--- config.mk ---
export PLATFORM = sky130hd
export DESIGN_NAME = writeback_arbiter_flat
export DESIGN_NICKNAME = d
export VERILOG_FILES = /design/src/rtl/writeback_arbiter_pkg.sv /design/src/rtl/writeback_arbiter_if.sv /design/src/rtl/writeback_arbiter_queue.sv /design/src/rtl/writeback_arbiter.sv /design/src/flat_wrapper.sv
export SDC_FILE = /design/constraint.sdc
export NUM_CORES = 1
export LEC_CHECK = 0
export ABC_AREA = 1
export BUFFER_PORTS_ARGS = -buffer_cell sky130_fd_sc_hd__buf_4
export CAP_MARGIN = 20
export CORE_MARGIN = 8
export CORE_UTILIZATION = 45
export CTS_BUF_LIST = sky130_fd_sc_hd__clkbuf_4 sky130_fd_sc_hd__clkbuf_8
export CTS_CLUSTER_DIAMETER = 50
export DETAILED_ROUTE_END_ITERATION = 12
export PLACE_DENSITY_LB_ADDON = 0.15
export SYNTH_ARGS = -nofsm -noshare
export SYNTH_HDL_FRONTEND = slang
export SYNTH_SLANG_ARGS = --single-unit
--- constraint.sdc ---
create_clock -name clk -period 2.4 [get_ports clk]
set_clock_uncertainty 0.15 [all_clocks]
set_input_delay 0.12 -clock clk [delete_from_list [all_inputs] [get_ports clk]]
set_output_delay 0.12 -clock clk [all_outputs]
set_load 0.02 [all_outputs]
--- src/rtl/writeback_arbiter_pkg.sv ---
// ---------------------------------------------------------------------------
// writeback_arbiter_pkg
//   Shared widths and the holding-queue entry type for the writeback arbiter.
//   The XLEN and REG_ADDR_W constants must match the exec and dmem interfaces.
//   Contents:
//     XLEN        data / PC width
//     REG_ADDR_W  register index width
//     wb_entry_t  {valid, rd, value} queued exec result
//     rd_writes() true when a destination index names a writable register
// ---------------------------------------------------------------------------
package writeback_arbiter_pkg;

  localparam int XLEN       = 32;
  localparam int REG_ADDR_W = 5;

  typedef struct packed {
    logic                  valid;
    logic [REG_ADDR_W-1:0] rd;
    logic [XLEN-1:0]       value;
  } wb_entry_t;

  // x0 is hard-wired zero, so a write to it is never performed.
  function automatic logic rd_writes(input logic [REG_ADDR_W-1:0] rd);
    return rd != '0;
  endfunction

endpackage

--- src/rtl/writeback_arbiter_if.sv ---
// ---------------------------------------------------------------------------
// writeback_arbiter_if
//   Bundles the exec result stream, the load result stream and the
//   register-file / PC write outputs of the writeback arbiter.
//   Modports:
//     slave   the arbiter: consumes exec/load, drives exec_ready, wb_*, pc_*
//     master  the surrounding pipeline: drives exec/load, observes the rest
// ---------------------------------------------------------------------------
interface writeback_arbiter_if;
  import writeback_arbiter_pkg::*;

  // exec result stream
  logic                  exec_valid;
  logic [REG_ADDR_W-1:0] exec_rd;
  logic [XLEN-1:0]       exec_rd_value;
  logic [XLEN-1:0]       exec_pc;
  logic                  exec_ready;

  // load result stream (never backpressured)
  logic                  load_valid;
  logic [REG_ADDR_W-1:0] load_rd;
  logic [XLEN-1:0]       load_rd_value;

  // register-file write port
  logic                  wb_valid;
  logic [REG_ADDR_W-1:0] wb_rd;
  logic [XLEN-1:0]       wb_rd_value;

  // PC register update
  logic                  pc_valid;
  logic [XLEN-1:0]       pc_value;

  modport slave (
    input  exec_valid, exec_rd, exec_rd_value, exec_pc,
    output exec_ready,
    input  load_valid, load_rd, load_rd_value,
    output wb_valid, wb_rd, wb_rd_value,
    output pc_valid, pc_value
  );

  modport master (
    output exec_valid, exec_rd, exec_rd_value, exec_pc,
    input  exec_ready,
    output load_valid, load_rd, load_rd_value,
    input  wb_valid, wb_rd, wb_rd_value,
    input  pc_valid, pc_value
  );

endinterface

--- src/rtl/writeback_arbiter_queue.sv ---
// ---------------------------------------------------------------------------
// writeback_arbiter_queue
//   QDEPTH-entry in-order circular FIFO of wb_entry_t holding exec results
//   that lost the write port. Pointers wrap modulo QDEPTH, so any depth >= 1
//   works. kill_en/kill_rd clear the valid bit of every stored entry whose rd
//   matches; killed entries keep their slot until popped.
//   Ports:
//     clk, rst_n          clock, async active-low reset
//     push, push_entry    enqueue (caller guarantees !full)
//     pop                 dequeue head (caller guarantees !empty)
//     kill_en, kill_rd    invalidate stored entries targeting kill_rd
//     head                current head entry
//     full, empty, count  occupancy (registered)
// ---------------------------------------------------------------------------
module writeback_arbiter_queue
  import writeback_arbiter_pkg::*;
#(
  parameter int QDEPTH = 2
) (
  input  logic                          clk,
  input  logic                          rst_n,
  input  logic                          push,
  input  wb_entry_t                     push_entry,
  input  logic                          pop,
  input  logic                          kill_en,
  input  logic [REG_ADDR_W-1:0]         kill_rd,
  output wb_entry_t                     head,
  output logic                          full,
  output logic                          empty,
  output logic [$clog2(QDEPTH+1)-1:0]   count
);

  localparam int PTR_W = (QDEPTH > 1) ? $clog2(QDEPTH) : 1;
  localparam int CNT_W = $clog2(QDEPTH + 1);

  wb_entry_t          mem_q [QDEPTH];
  wb_entry_t          mem_d [QDEPTH];
  logic [PTR_W-1:0]   wr_ptr_q, wr_ptr_d;
  logic [PTR_W-1:0]   rd_ptr_q, rd_ptr_d;
  logic [CNT_W-1:0]   count_q, count_d;

  function automatic logic [PTR_W-1:0] ptr_inc(input logic [PTR_W-1:0] p);
    return (p == PTR_W'(QDEPTH - 1)) ? '0 : p + PTR_W'(1);
  endfunction

  always_comb begin
    for (int i = 0; i < QDEPTH; i++) begin
      mem_d[i] = mem_q[i];
      // Only entries already stored are older than the killing load.
      if (kill_en && mem_q[i].rd == kill_rd) begin
        mem_d[i].valid = 1'b0;
      end
    end
    // The pushed entry lands after the kill so a same-cycle push survives.
    if (push) begin
      mem_d[wr_ptr_q] = push_entry;
    end

    wr_ptr_d = push ? ptr_inc(wr_ptr_q) : wr_ptr_q;
    rd_ptr_d = pop  ? ptr_inc(rd_ptr_q) : rd_ptr_q;

    count_d = count_q;
    case ({push, pop})
      2'b10:   count_d = count_q + CNT_W'(1);
      2'b01:   count_d = count_q - CNT_W'(1);
      default: count_d = count_q;
    endcase
  end

  always_ff @(posedge clk or negedge rst_n) begin
    if (!rst_n) begin
      for (int i = 0; i < QDEPTH; i++) begin
        mem_q[i] <= '0;
      end
      wr_ptr_q <= '0;
      rd_ptr_q <= '0;
      count_q  <= '0;
    end else begin
      mem_q    <= mem_d;
      wr_ptr_q <= wr_ptr_d;
      rd_ptr_q <= rd_ptr_d;
      count_q  <= count_d;
    end
  end

  assign head  = mem_q[rd_ptr_q];
  assign full  = (count_q == CNT_W'(QDEPTH));
  assign empty = (count_q == '0);
  assign count = count_q;

endmodule

--- src/rtl/writeback_arbiter.sv ---
// ---------------------------------------------------------------------------
// writeback_arbiter
//   Shares the single register-file write port between exec results and
//   load data. Loads win outright; exec results that cannot write now wait
//   in an in-order holding queue, and exec is stalled when that queue is
//   full. A load also invalidates older queued writes to the same register.
//   All wb_* / pc_* outputs are registered (one cycle after acceptance).
//   Ports:
//     clk, rst_n    clock, async active-low reset
//     bus           writeback_arbiter_if.slave (exec, load, wb, pc signals)
//     q_count       holding-queue occupancy
//     stall_cycles  saturating count of cycles exec was held off
// ---------------------------------------------------------------------------
module writeback_arbiter
  import writeback_arbiter_pkg::*;
#(
  parameter int QDEPTH  = 2,
  parameter int STALL_W = 16
) (
  input  logic                         clk,
  input  logic                         rst_n,
  writeback_arbiter_if.slave           bus,
  output logic [$clog2(QDEPTH+1)-1:0]  q_count,
  output logic [STALL_W-1:0]           stall_cycles
);

  wb_entry_t              q_head;
  wb_entry_t              q_push_entry;
  logic                   q_full, q_empty;
  logic                   q_push, q_pop;
  logic                   exec_acc, exec_wr, load_win, bypass;

  logic                   wb_valid_q, wb_valid_d;
  logic [REG_ADDR_W-1:0]  wb_rd_q, wb_rd_d;
  logic [XLEN-1:0]        wb_rd_value_q, wb_rd_value_d;
  logic                   pc_valid_q, pc_valid_d;
  logic [XLEN-1:0]        pc_value_q, pc_value_d;
  logic [STALL_W-1:0]     stall_cycles_q, stall_cycles_d;

  writeback_arbiter_queue #(
    .QDEPTH (QDEPTH)
  ) u_queue (
    .clk        (clk),
    .rst_n      (rst_n),
    .push       (q_push),
    .push_entry (q_push_entry),
    .pop        (q_pop),
    .kill_en    (load_win),
    .kill_rd    (bus.load_rd),
    .head       (q_head),
    .full       (q_full),
    .empty      (q_empty),
    .count      (q_count)
  );

  always_comb begin
    // Ready comes from the registered count: a pop this cycle frees its
    // slot only for next cycle's exec.
    exec_acc = bus.exec_valid && !q_full;
    exec_wr  = exec_acc && rd_writes(bus.exec_rd);
    load_win = bus.load_valid && rd_writes(bus.load_rd);
    // Bypass only with an empty queue, so exec never overtakes older work;
    // a popped (even cancelled) head also blocks the bypass.
    bypass   = exec_wr && !load_win && q_empty;
    q_push   = exec_wr && !bypass;
    q_pop    = !load_win && !q_empty;

    q_push_entry.valid = 1'b1;
    q_push_entry.rd    = bus.exec_rd;
    q_push_entry.value = bus.exec_rd_value;

    wb_valid_d    = 1'b0;
    wb_rd_d       = wb_rd_q;
    wb_rd_value_d = wb_rd_value_q;
    if (load_win) begin
      wb_valid_d    = 1'b1;
      wb_rd_d       = bus.load_rd;
      wb_rd_value_d = bus.load_rd_value;
    end else if (!q_empty) begin
      // A cancelled head is retired silently.
      wb_valid_d = q_head.valid;
      if (q_head.valid) begin
        wb_rd_d       = q_head.rd;
        wb_rd_value_d = q_head.value;
      end
    end else if (bypass) begin
      wb_valid_d    = 1'b1;
      wb_rd_d       = bus.exec_rd;
      wb_rd_value_d = bus.exec_rd_value;
    end

    // PC follows every accepted exec, including rd==0 results.
    pc_valid_d = exec_acc;
    pc_value_d = exec_acc ? bus.exec_pc : pc_value_q;

    stall_cycles_d = stall_cycles_q;
    if (bus.exec_valid && q_full && stall_cycles_q != '1) begin
      stall_cycles_d = stall_cycles_q + STALL_W'(1);
    end
  end

  always_ff @(posedge clk or negedge rst_n) begin
    if (!rst_n) begin
      wb_valid_q     <= 1'b0;
      wb_rd_q        <= '0;
      wb_rd_value_q  <= '0;
      pc_valid_q     <= 1'b0;
      pc_value_q     <= '0;
      stall_cycles_q <= '0;
    end else begin
      wb_valid_q     <= wb_valid_d;
      wb_rd_q        <= wb_rd_d;
      wb_rd_value_q  <= wb_rd_value_d;
      pc_valid_q     <= pc_valid_d;
      pc_value_q     <= pc_value_d;
      stall_cycles_q <= stall_cycles_d;
    end
  end

  assign bus.exec_ready  = !q_full;
  assign bus.wb_valid    = wb_valid_q;
  assign bus.wb_rd       = wb_rd_q;
  assign bus.wb_rd_value = wb_rd_value_q;
  assign bus.pc_valid    = pc_valid_q;
  assign bus.pc_value    = pc_value_q;
  assign stall_cycles    = stall_cycles_q;

endmodule

--- src/flat_wrapper.sv ---
// flat-port wrapper written by rule: the top's interface ports become plain ports
module writeback_arbiter_flat import writeback_arbiter_pkg::*;
#(
  parameter int QDEPTH  = 2,
  parameter int STALL_W = 16
)
  (clk, rst_n, q_count, stall_cycles, bus_exec_valid, bus_exec_rd, bus_exec_rd_value, bus_exec_pc, bus_exec_ready, bus_load_valid, bus_load_rd, bus_load_rd_value, bus_wb_valid, bus_wb_rd, bus_wb_rd_value, bus_pc_valid, bus_pc_value);
  writeback_arbiter_if bus_i ();
  input  logic clk;
  input  logic rst_n;
  output logic [$clog2(QDEPTH+1)-1:0] q_count;
  output logic [STALL_W-1:0] stall_cycles;
  input wire logic [$bits(bus_i.exec_valid)-1:0] bus_exec_valid;
  input wire logic [$bits(bus_i.exec_rd)-1:0] bus_exec_rd;
  input wire logic [$bits(bus_i.exec_rd_value)-1:0] bus_exec_rd_value;
  input wire logic [$bits(bus_i.exec_pc)-1:0] bus_exec_pc;
  output wire logic [$bits(bus_i.exec_ready)-1:0] bus_exec_ready;
  input wire logic [$bits(bus_i.load_valid)-1:0] bus_load_valid;
  input wire logic [$bits(bus_i.load_rd)-1:0] bus_load_rd;
  input wire logic [$bits(bus_i.load_rd_value)-1:0] bus_load_rd_value;
  output wire logic [$bits(bus_i.wb_valid)-1:0] bus_wb_valid;
  output wire logic [$bits(bus_i.wb_rd)-1:0] bus_wb_rd;
  output wire logic [$bits(bus_i.wb_rd_value)-1:0] bus_wb_rd_value;
  output wire logic [$bits(bus_i.pc_valid)-1:0] bus_pc_valid;
  output wire logic [$bits(bus_i.pc_value)-1:0] bus_pc_value;
  assign bus_i.exec_valid = bus_exec_valid;
  assign bus_i.exec_rd = bus_exec_rd;
  assign bus_i.exec_rd_value = bus_exec_rd_value;
  assign bus_i.exec_pc = bus_exec_pc;
  assign bus_exec_ready = bus_i.exec_ready;
  assign bus_i.load_valid = bus_load_valid;
  assign bus_i.load_rd = bus_load_rd;
  assign bus_i.load_rd_value = bus_load_rd_value;
  assign bus_wb_valid = bus_i.wb_valid;
  assign bus_wb_rd = bus_i.wb_rd;
  assign bus_wb_rd_value = bus_i.wb_rd_value;
  assign bus_pc_valid = bus_i.pc_valid;
  assign bus_pc_value = bus_i.pc_value;
  writeback_arbiter #(.QDEPTH(QDEPTH), .STALL_W(STALL_W)) u_core (.clk(clk), .rst_n(rst_n), .bus(bus_i), .q_count(q_count), .stall_cycles(stall_cycles));
endmodule
==> results of run 1 <==
-- worst min-delay path by stage --
stage / from / slack, ns / depth (start not counted) / end
3_5_place_dp: rst_n / 0.02 / 1 / u_core.stall_cycles[5]
5_1_grt: bus_load_valid / 0.1 / 4 / u_core.bus.wb_rd_value[15]
6_report: rst_n / 0.04 / 2 / u_core.stall_cycles[5]
2_1_floorplan: rst_n / -0.33 / 0 / asynchronous set/reset pin
4_1_cts: bus_load_valid / 0.05 / 4 / u_core.bus.wb_rd_value[10]
3_3_place_gp: rst_n / 0.02 / 1 / u_core.stall_cycles[13]
-- layout make-up --
cell class / count / share of cell area
repair buffers: 333 / 0.2442
multi-input cells: 847 / 0.3263
diodes: 2 / 0.0004331
inverters: 24 / 0.007796
clock buffers: 19 / 0.02209
clock inverters: 13 / 0.01256
flip-flops and latches: 167 / 0.3618
well taps: 229 / 0.02479
-- cells in the final DEF, fill, tap and decap left out, types with 3 or more instances in the layout --
cell type and count:
xor2_1 6, clkbuf_8 18, or2_2 20, nand3_1 158, nand2_2 3, clkinvlp_4 3, inv_2 3, dfrtp_1 165
dlygate4sd3_1 107, buf_4 221, nor3_1 3, inv_1 19, nand4_1 39, buf_12 4, nor2_1 22, nand2_1 547
o21ai_0 7, or2_0 16, xnor2_1 16, inv_6 4
-- power by group through the flow --
stage | clock [mW] | sequential [mW] | combinational, mW
2_1_floorplan | 0 | 5.43 | 3.35
3_3_place_gp | 0 | 4.80 | 6.41
6_report | 2.08 | 4.78 | 6.65
4_1_cts | 2.13 | 4.77 | 6.68
3_5_place_dp | 0 | 4.81 | 6.52
5_1_grt | 2.24 | 4.94 | 7.33
-- cell families after synthesis --
logic type / after synthesis / synth area share
fa+ha+maj: 2 / 0.003017
xor+xnor: 22 / 0.02324
compound gates: 11 / 0.008451
flops: 167 / 0.5040
buf+inv: 95 / 0.04587
simple gates: 812 / 0.4154
-- layer usage --
layer / vias up / routed length, um
li1: 4086 / -
met1: 3928 / 11270
met2: 248 / 12890
met3: 38 / 1396
met4: 0 / 600
met5: - / 0
-- critical path: stages --
cell and delay, ns:
dlygate4sd3_1 0.54, buf_4 0.16, nor2_1 0.11, nand3_1 0.12
nand2_4 0.30, a21oi_4 0.11, buf_12 0.23, nand2_2 0.10
buf_4 0.29, nand2_1 0.11, nand2_1 0.07
-- repair_timing --
| item | 4_1_cts | 5_1_grt |
|---|---|---|
| hold endpoints to repair | 266 | 0 |
| buffers inserted | 0 | 0 |
| hold buffers | 107 | 0 |
==> summary.md, run 1 <==
| Metric | Value |
|---|---|
| R2R Path Start | `u_core.u_queue.count[0]` |
| Startpoint types | `primary input` |
| Vias per inst | `5.080` |
| Total I/O pin count | `200` |
| Dpl hpwl | `16410 um` |
| TritonCTS Buffers | `17` |
| Die H | `approximately 150 um` |
| Seq cells post-synth | `167` |
| Placed Cells incl. Taps | `~1500` |
| Worst slew margin | `0.4653` |
| RD Place Congestion | `~0.84` |
| Initial antenna violation count | `1` |
| Avg Cell Area, Syn | `7.477 um^2` |
| Switching Share | `0.4439` |
| CP arrival | `2.31 ns` |
| Row count | `49` |
| Leakage | `6.110 nW` |
| Met3 Usage GRT | `0.03445` |
| P&R area growth vs syn | `39.37%` |
| Worst-path clk slew | `0.10 ns` |
| Cell area power density | `between 1000 and 1500 nW/um^2` |
| Fin cells | `1634` |
| Part of the cycle the worst path needs | `0.8571` |
| Slew @ Worst Pin | `around 0.80 ns` |
| Vias in the first global route | `between 8000 and 9000` |
| Yosys warnings | `0` |
| Post-synth ARST share | `1.000` |
| Number of max-cap violations | `0` |
| Grt total ovfl | `0` |
| Met1 Track Usage GR | `0.3068` |
| Die Footprint | `~23000 um^2` |
| First-pass GRT wire length | `around 43000 um` |
| Maximum fanout along the worst path | `76` |
| Worst reg2reg path depth | `9` |
| Layout cells sized above 1 | `0.2081` |
| Starting Density | `0.4600` |
| Yosys top cell by area | `dfrtp_1` |
| Clock Latency Late Sink | `~0.46 ns` |
| Worst Setup End Kind | `register` |
| Port-buffer cells | `roughly 200` |
| Reg area | `4182 um^2` |
| Busiest grt layer | `met2` |
| Met2 usage | `0.3861` |
| Crit path time final | `about 2.1 ns` |
| Outcome | `completed` |
| Post-synth top area share | `0.5040` |
| DR WL/cell | `approximately 16 um` |
| Logic pwr share | `0.492` |
| Seq/Total Area, Yosys | `0.5040` |
| # nets final | `1502` |
| Setup TNS | `0 ns` |
| Hold Crit Class | `in -> async` |
| Slew Limit Fails | `0` |
| Final instance area | `~12000 um^2` |
| P_sw | `5.998 mW` |
| DRT Pass-1 Iters | `5` |
| Final setup viols | `0` |
| Htree depth | `4` |
| Final ANT Viol Nets | `0` |
| Fmax | `approximately 0.5 GHz` |
| Crit. Startpoint | `bus_load_rd[2]` |
| Syn Inst Count | `around 1100` |
| Largest net degree at the start of global routing | `77` |
| CTS tree | `done` |
| # fillers | `around 1600` |
| Root buffer cell | `clkbuf_8` |
| Die X | `approximately 150 um` |
| Worst VDD drop | `roughly 0.7 mV` |
| Final worst slack | `about 0.34 ns` |
| Syn nets | `about 1200` |
| PostCTS Resize Cnt | `0` |
| Clock sinks | `around 170` |
| WHS | `0.04463 ns` |
| Pre-CTS setup slack | `between 0.3 and 0.4 ns` |
| Ys flop type | `dfrtp_1` |
| Top cells by count, synth | `nand2_1, dfrtp_1, nand3_1` |
| Total core area | `roughly 18000 um^2` |
| WL final | `approximately 26000 um` |
| Number of library cell types mapped by synthesis | `22` |
| Synth top area cells | `dfrtp_1, nand2_1, nand3_1` |
| RSZ-0062 raised after global routing | `false` |
| Initial DRC count | `between 600 and 700` |
| Count leader, synth | `nand2_1` |
| Count of final hold-check violations | `0` |
| P_int | `7.515 mW` |
| Post-synth EDFFs | `0` |
| Utilization after layout | `0.6411` |
| Clock power frac | `0.154` |
| Worst Path Required | `2.65 ns` |
| Critical path type | `in -> reg` |
| Overall power | `13.51 mW` |
| Setup slack, reg-to-reg | `0.34 ns` |
| Synthesized area | `8292 um^2` |
| GRT Util Overall | `0.2340` |
| Reg power frac | `0.354` |
| Multi-input gate area | `~3800 um^2` |
| # DRC | `0` |
| Via count | `8300` |
| Post-DP Area | `10080 um^2` |
| Maximum buffer depth of the clock tree | `2` |
Note: power is estimated with default switching activity, not from simulation.
==> run 2: changes to the inputs <==
--- a/config.mk
+++ b/config.mk
@@ -6,14 +6,14 @@
 export NUM_CORES = 1
 export LEC_CHECK = 0
 export ABC_AREA = 1
-export BUFFER_PORTS_ARGS = -buffer_cell sky130_fd_sc_hd__buf_4
 export CAP_MARGIN = 20
 export CORE_MARGIN = 8
 export CORE_UTILIZATION = 45
 export CTS_BUF_LIST = sky130_fd_sc_hd__clkbuf_4 sky130_fd_sc_hd__clkbuf_8
 export CTS_CLUSTER_DIAMETER = 50
 export DETAILED_ROUTE_END_ITERATION = 12
-export PLACE_DENSITY_LB_ADDON = 0.15
+export DONT_BUFFER_PORTS = 1
+export GPL_TIMING_DRIVEN = 0
 export SYNTH_ARGS = -nofsm -noshare
 export SYNTH_HDL_FRONTEND = slang
 export SYNTH_SLANG_ARGS = --single-unit
==> run 2 against run 1 <==
Net effect:
- the flow now finishes with violations (negative hold slack)
- routed wire length fell by 0.76%
- power is 6.7% lower
- non-clock buffer count decreased by 150
==> summary.md, run 2 (synthesis gave the netlist of run 1 again) <==
| Metric | Value |
|---|---|
| Initial DRC count | `669 (+11%)` |
| Row count | `49 (unchanged)` |
| Initial antenna violation count | `4 (+3)` |
| WHS | `-0.8094 ns (-0.8541 ns)` |
| Crit path time final | `2.259 ns (+0.2018 ns)` |
| Final instance area | `10160 um^2 (-12%)` |
| CTS tree | `done` |
| Largest net degree at the start of global routing | `168 (+120%)` |
| Worst Path Required | `2.60 ns (-0.05 ns)` |
| Post-DP Area | `8578 um^2 (-15%)` |
| Most common cell after layout, fill and taps aside | `nand2_1` |
| Worst VDD drop | `0.5284 mV (-23%)` |
| Port-buffer cells | `0 (-100%)` |
| DR WL/cell | `17.48 um (+9.2%)` |
| Count of final hold-check violations | `167 (+167)` |
| Overall power | `12.61 mW (-6.7%)` |
| Most frequent cells in the layout | `nand2_1, dfrtp_1, nand3_1, dlygate4sd3_1, clkbuf_1` |
| Failing checks | `negative hold slack` |
| Slew Limit Fails | `0 (unchanged)` |
| Die H | `151.7 um (unchanged)` |
| # DRC | `0 (unchanged)` |
| Htree depth | `4 (unchanged)` |
| DRT Pass-1 Iters | `5 (unchanged)` |
| Leakage | `5.161 nW (-16%)` |
| First-pass GRT wire length | `40810 um (-4.2%)` |
| Hold bufs inserted after CTS | `110 (+2.8%)` |
| Part of the cycle the worst path needs | `0.9412 (+0.08408)` |
| Dpl hpwl | `17490 um (+6.6%)` |
| Number of max-cap violations | `0 (unchanged)` |
| Die Footprint | `23030 um^2 (unchanged)` |
| Total core area | `18020 um^2 (unchanged)` |
| Via count | `7769 (-6.4%)` |
| CP max stage cell | `dlygate4sd3_1` |
| Cell area power density | `1240 nW/um^2 (+6.1%)` |
| Final worst slack | `0.1412 ns (-0.2018 ns)` |
| Hold Crit Class | `in -> async` |
| GRT Util Overall | `0.2276 (-0.006438)` |
| Worst path max stage delay | `0.62 ns (+0.08 ns)` |
| Worst-path clk slew | `0.10 ns (about the same)` |
| # nets final | `1352 (-10%)` |
| Grt total ovfl | `0 (unchanged)` |
| Final setup viols | `0 (unchanged)` |
| Worst Setup End Kind | `register` |
| Die X | `151.7 um (unchanged)` |
| Outcome | `finished, violations left` |
| CP Cell Sequence | `dlygate4sd3_1 > inv_1 > nand3_1 > nand2_1 > buf_2 > nand2_1 > inv_1 > ha_1 > a21oi_1 > o21ai_0 > xnor2_1` |
| Worst slew margin | `0.5788 (+0.1136)` |
| Starting Density | `0.4600 (unchanged)` |
| Final ANT Viol Nets | `0 (unchanged)` |
| Fmax | `0.4427 GHz (-8.9%)` |
| # fillers | `1797 (+9.0%)` |
| RSZ-0062 raised after global routing | `false` |
| CP arrival | `2.45 ns (+0.14 ns)` |
| Maximum fanout along the worst path | `10 (-87%)` |
| Critical path type | `in -> reg` |
| Slew @ Worst Pin | `0.6317 ns (-0.1692 ns)` |
| WL final | `25950 um (-0.76%)` |
| Root buffer cell | `clkbuf_8` |
| Pre-CTS setup slack | `-0.4598 ns (-0.8326 ns)` |
| Clock sinks | `167 (unchanged)` |
| RD Place Congestion | `0.8121 (-3.0%)` |
| Vias in the first global route | `7340 (-12%)` |
| Layout cells sized above 1 | `0.07183 (-0.1363)` |
| Total I/O pin count | `200 (unchanged)` |
| Clock Latency Late Sink | `0.46 ns (about the same)` |
| P&R area growth vs syn | `22.57%` |
| Vias per inst | `5.232 (+3.0%)` |
| TritonCTS Buffers | `17 (unchanged)` |
| Startpoint types | `primary input` |
| Maximum buffer depth of the clock tree | `2 (unchanged)` |
-- run 2: metal layers --
metal	vias to the layer above	GRT usage	wire (um)
li1	3791	-	-
met1	3718	0.3107	11430
met2	230	0.3580	12290
met3	28	0.04990	1875
met4	2	0.06271	348
met5	-	0	13
-- run 2: critical path: cells and delay by family --
| family | cells | cell delay, ns |
|---|---|---|
| buf+inv | 4 | 1.16 |
| compound gates | 2 | 0.22 |
| simple gates | 3 | 0.56 |
| xor+xnor | 1 | 0.14 |
| fa+ha+maj | 1 | 0.24 |
-- run 2: worst paths after layout --
| check | start | endpoint | slack, ns | cells past startpoint |
|---|---|---|---|---|
| max in group asynchronous | rst_n | u_core.stall_cycles[8] | 2.55 | 0 |
| hold reg to reg | register | register | 0.33 | 2 |
| setup / recovery | bus_load_rd[4] | u_core.u_queue.count[1] | 0.14 | 11 |
| hold / removal | rst_n | u_core.bus.pc_value[25] | -0.81 | 0 |
| setup reg to reg | u_core.u_queue.count[0] | u_core.u_queue.count[1] | 0.15 | 10 |
| min in group clk | bus_exec_rd[1] | register | 0.08 | 7 |
-- run 2: where the power goes --
| part | total [mW] | internal [mW] | switching [mW] |
|---|---|---|---|
| Combinational | 4.73 | 1.67 | 3.07 |
| Sequential | 5.69 | 4.03 | 1.66 |
| Clock | 2.18 | 1.05 | 1.13 |
| Total | 12.6 | 6.75 | 5.85 |
-- run 2: area by class of cell --
type / count / area [um^2] / area share
flip-flops and latches: 167 / 4187 / 0.4119
multi-input cells: 847 / 3750 / 0.3690
repair buffers: 114 / 1131 / 0.1113
plain buffers: 69 / 291.5 / 0.02868
well taps: 229 / 286.5 / 0.02819
clock buffers: 17 / 234.0 / 0.02302
clock inverters: 15 / 186.4 / 0.01834
inverters: 24 / 90.09 / 0.008864
diodes: 3 / 7.507 / 0.0007386
-- run 2: metrics by stage --
| stage | TNS (ns) | instances | util |
|---|---|---|---|
| after floorplan | 0 | 1109 | - |
| after global placement | -1.558 | 1338 | 0.4759 |
| after detailed placement | -1.430 | 1338 | 0.4759 |
| after CTS | 0 | 1481 | 0.5617 |
| after global routing | 0 | 1485 | 0.5639 |
| final | 0 | 1485 | 0.5639 |
-- run 2: what timing repair did --
action,in CTS,in global routing
hold endpoints to repair,315,167
buffers inserted,1,3
setup endpoints to repair,44,12
pin swaps,1,1
resized for setup,8,10
==> run 3: changes to the inputs <==
--- a/config.mk
+++ b/config.mk
@@ -7,7 +7,7 @@
 export LEC_CHECK = 0
 export ABC_AREA = 1
 export CAP_MARGIN = 20
-export CORE_MARGIN = 8
+export CORE_MARGIN = 10
 export CORE_UTILIZATION = 45
 export CTS_BUF_LIST = sky130_fd_sc_hd__clkbuf_4 sky130_fd_sc_hd__clkbuf_8
 export CTS_CLUSTER_DIAMETER = 50
==> constraint.sdc (replaced) <==
create_clock -name clk -period 1.9 [get_ports clk]
set_clock_uncertainty 0.15 [all_clocks]
set_input_delay 0.095 -clock clk [delete_from_list [all_inputs] [get_ports clk]]
set_output_delay 0.095 -clock clk [all_outputs]
set_load 0.02 [all_outputs]
==> run 3 against run 2 <==
Net effect:
- die area up 5.3%
- register-to-register slack worse by 0.27 ns
- largest power group is now combinational cells
- global-route usage down 0.91 points
- routed wire length up 7.2%
- cell count up 2.1%
- critical path type is now reg -> reg
- power up 43%
- largest cell class unchanged
- the flow finishes with violations (negative hold slack, negative setup slack)
- worst setup slack worse by 0.26 ns
- sequential share of layout area down 3.8 points
- design area up 10%
==> summary.md, run 3 (synthesis gave the netlist of run 1 again) <==
| Metric | Value |
|---|---|
| Final setup viols | `27 (+27)` |
| CTS tree | `done` |
| Initial antenna violation count | `0 (-4)` |
| Hold Crit Class | `in -> async` |
| First-pass GRT wire length | `42650 um (+4.5%)` |
| Port-buffer cells | `0 (unchanged)` |
| Most common cell after layout, fill and taps aside | `nand2_1` |
| Slew Limit Fails | `0 (unchanged)` |
| Worst Path Required | `2.08 ns (-0.52 ns)` |
| Die Footprint | `24250 um^2 (+5.3%)` |
| Grt total ovfl | `0 (unchanged)` |
| Fmax | `between 0.4 and 0.5 GHz` |
| Die H | `155.7 um (+2.6%)` |
| Pre-CTS setup slack | `-0.4531 ns (+0.006672 ns)` |
| Dpl hpwl | `17760 um (+1.5%)` |
| P&R area growth vs syn | `35.21%` |
| Vias per inst | `5.252 (+0.39%)` |
| Layout cells sized above 1 | `0.1616 (+0.08979)` |
| Maximum buffer depth of the clock tree | `2 (unchanged)` |
| Leakage | `5.647 nW (+9.4%)` |
| Initial DRC count | `610 (-8.8%)` |
| Part of the cycle the worst path needs | `1.065` |
| Total I/O pin count | `200 (unchanged)` |
| Worst reg2reg path depth | `10 (unchanged)` |
| Multi-input gate area | `3968 um^2 (+5.8%)` |
| Critical path type | `reg -> reg` |
| Final worst slack | `-0.1238 ns (-0.2650 ns)` |
| Cell area power density | `1611 nW/um^2 (+30%)` |
| Startpoint types | `register` |
| Final ANT Viol Nets | `0 (unchanged)` |
| Htree depth | `4 (unchanged)` |
| Vias in the first global route | `7660 (+4.4%)` |
| Crit path time final | `between 2 and 2.5 ns` |
| RSZ-0062 raised after global routing | `true` |
| ANT cells | `0 (-3)` |
| WL final | `27820 um (+7.2%)` |
| Total core area | `18020 um^2 (unchanged)` |
| Count of final hold-check violations | `167 (unchanged)` |
| DR WL/cell | `18.35 um (+5.0%)` |
| Clock sinks | `167 (unchanged)` |
| Row count | `49 (unchanged)` |
| Slew @ Worst Pin | `0.6612 ns (+0.02944 ns)` |
| Die X | `155.7 um (+2.6%)` |
| DRT Pass-1 Iters | `5 (unchanged)` |
| Worst VDD drop | `0.8922 mV (+69%)` |
| # fillers | `1606 (-11%)` |
| Most frequent cells in the layout | `nand2_1, dfrtp_1, nand3_1, dlygate4sd3_1, nand4_1` |
| Number of max-cap violations | `0 (unchanged)` |
| Outcome | `finished, violations left` |
| Worst slew margin | `0.5592 (-0.01963)` |
| # DRC | `0 (unchanged)` |
| TritonCTS Buffers | `17 (unchanged)` |
| Root buffer cell | `clkbuf_8` |
| Failing checks | `negative hold slack, negative setup slack` |
| RD Place Congestion | `0.8083 (-0.47%)` |
| Via count | `7962 (+2.5%)` |
| CP arrival | `2.21 ns (-0.24 ns)` |
| Maximum fanout along the worst path | `6 (-4)` |
| Utilization after layout | `0.6220 (+0.05810)` |
| Hold bufs inserted after CTS | `111 (+0.91%)` |
| Worst-path clk slew | `0.10 ns (about the same)` |
| Starting Density | `0.4600 (unchanged)` |
| GRT Util Overall | `0.2185 (-0.009071)` |
| Largest net degree at the start of global routing | `168 (unchanged)` |
| Clock Latency Late Sink | `0.46 ns (about the same)` |
| # nets final | `1386 (+2.5%)` |
| Worst Setup End Kind | `register` |
| WHS | `-0.8351 ns (-0.02569 ns)` |
| Overall power | `18.06 mW (+43%)` |
| Reg area | `4197 um^2 (+0.24%)` |
[run 3: metal layers]
layer	wire, um	global-route usage
met4	354	0.05348
met3	2206	0.05680
met2	13470	0.3535
met1	11780	0.2863
met5	0	0
[run 3: what timing repair did]
action,in CTS,in global routing
hold endpoints to repair,320,167
gates resized for setup,76,128
buffers inserted,14,13
pin swaps,12,43
setup endpoints to repair,131,120
gates cloned,2,10
[run 3: through the flow]
step	TNS (ns)	std cells	hold WS, ns	area, um^2
floorplan	-0.07331	1109	-0.3506	8358
finish	-0.8512	1516	-0.8351	11210
global route	-5.838	1516	-0.8767	11210
detailed placement	-31.99	1338	-0.3450	8645
CTS	-1.714	1497	-0.8573	10590
global placement	-30.57	1338	-0.3454	8645
[run 3: path summary, 6_finish.rpt]
check | start | end | slack (ns)
min in group clk | bus_exec_pc[25] | u_core.bus.pc_value[25] | 0.14
max | u_core.u_queue.count[0] | u_core.u_queue.count[1] | -0.12
min reg2reg | register | register | 0.33
min | rst_n | u_core.stall_cycles[5] | -0.84
max reg2reg | u_core.u_queue.count[0] | u_core.u_queue.count[1] | -0.12
max in group asynchronous | rst_n | u_core.bus.wb_rd_value[14] | 2.16
[run 3: critical path, stage by stage, from the launching register on]
cell	delay [ns]
dfrtp_2	0.53
inv_2	0.10
a21oi_4	0.17
nand2_2	0.10
a21oi_4	0.16
buf_6	0.15
inv_4	0.04
ha_4	0.21
a21oi_2	0.09
o21ai_1	0.08
xnor2_1	0.13
[run 3: where the power goes]
group          switching [mW]  total (mW)  internal, mW
registers                2.16        7.26          5.10
logic                    4.40        7.83          3.43
clock network            1.41        2.97          1.56
total                    7.97        18.1          10.1
[run 3: cell type report]
type,count,share of cell area
Multi-Input combinational cell,847,0.3539
Inverter,24,0.008705
Clock inverter,12,0.01685
Buffer,70,0.05513
Timing Repair Buffer,147,0.1410
Tap cell,229,0.02556
Clock buffer,20,0.02455
Sequential cell,167,0.3743
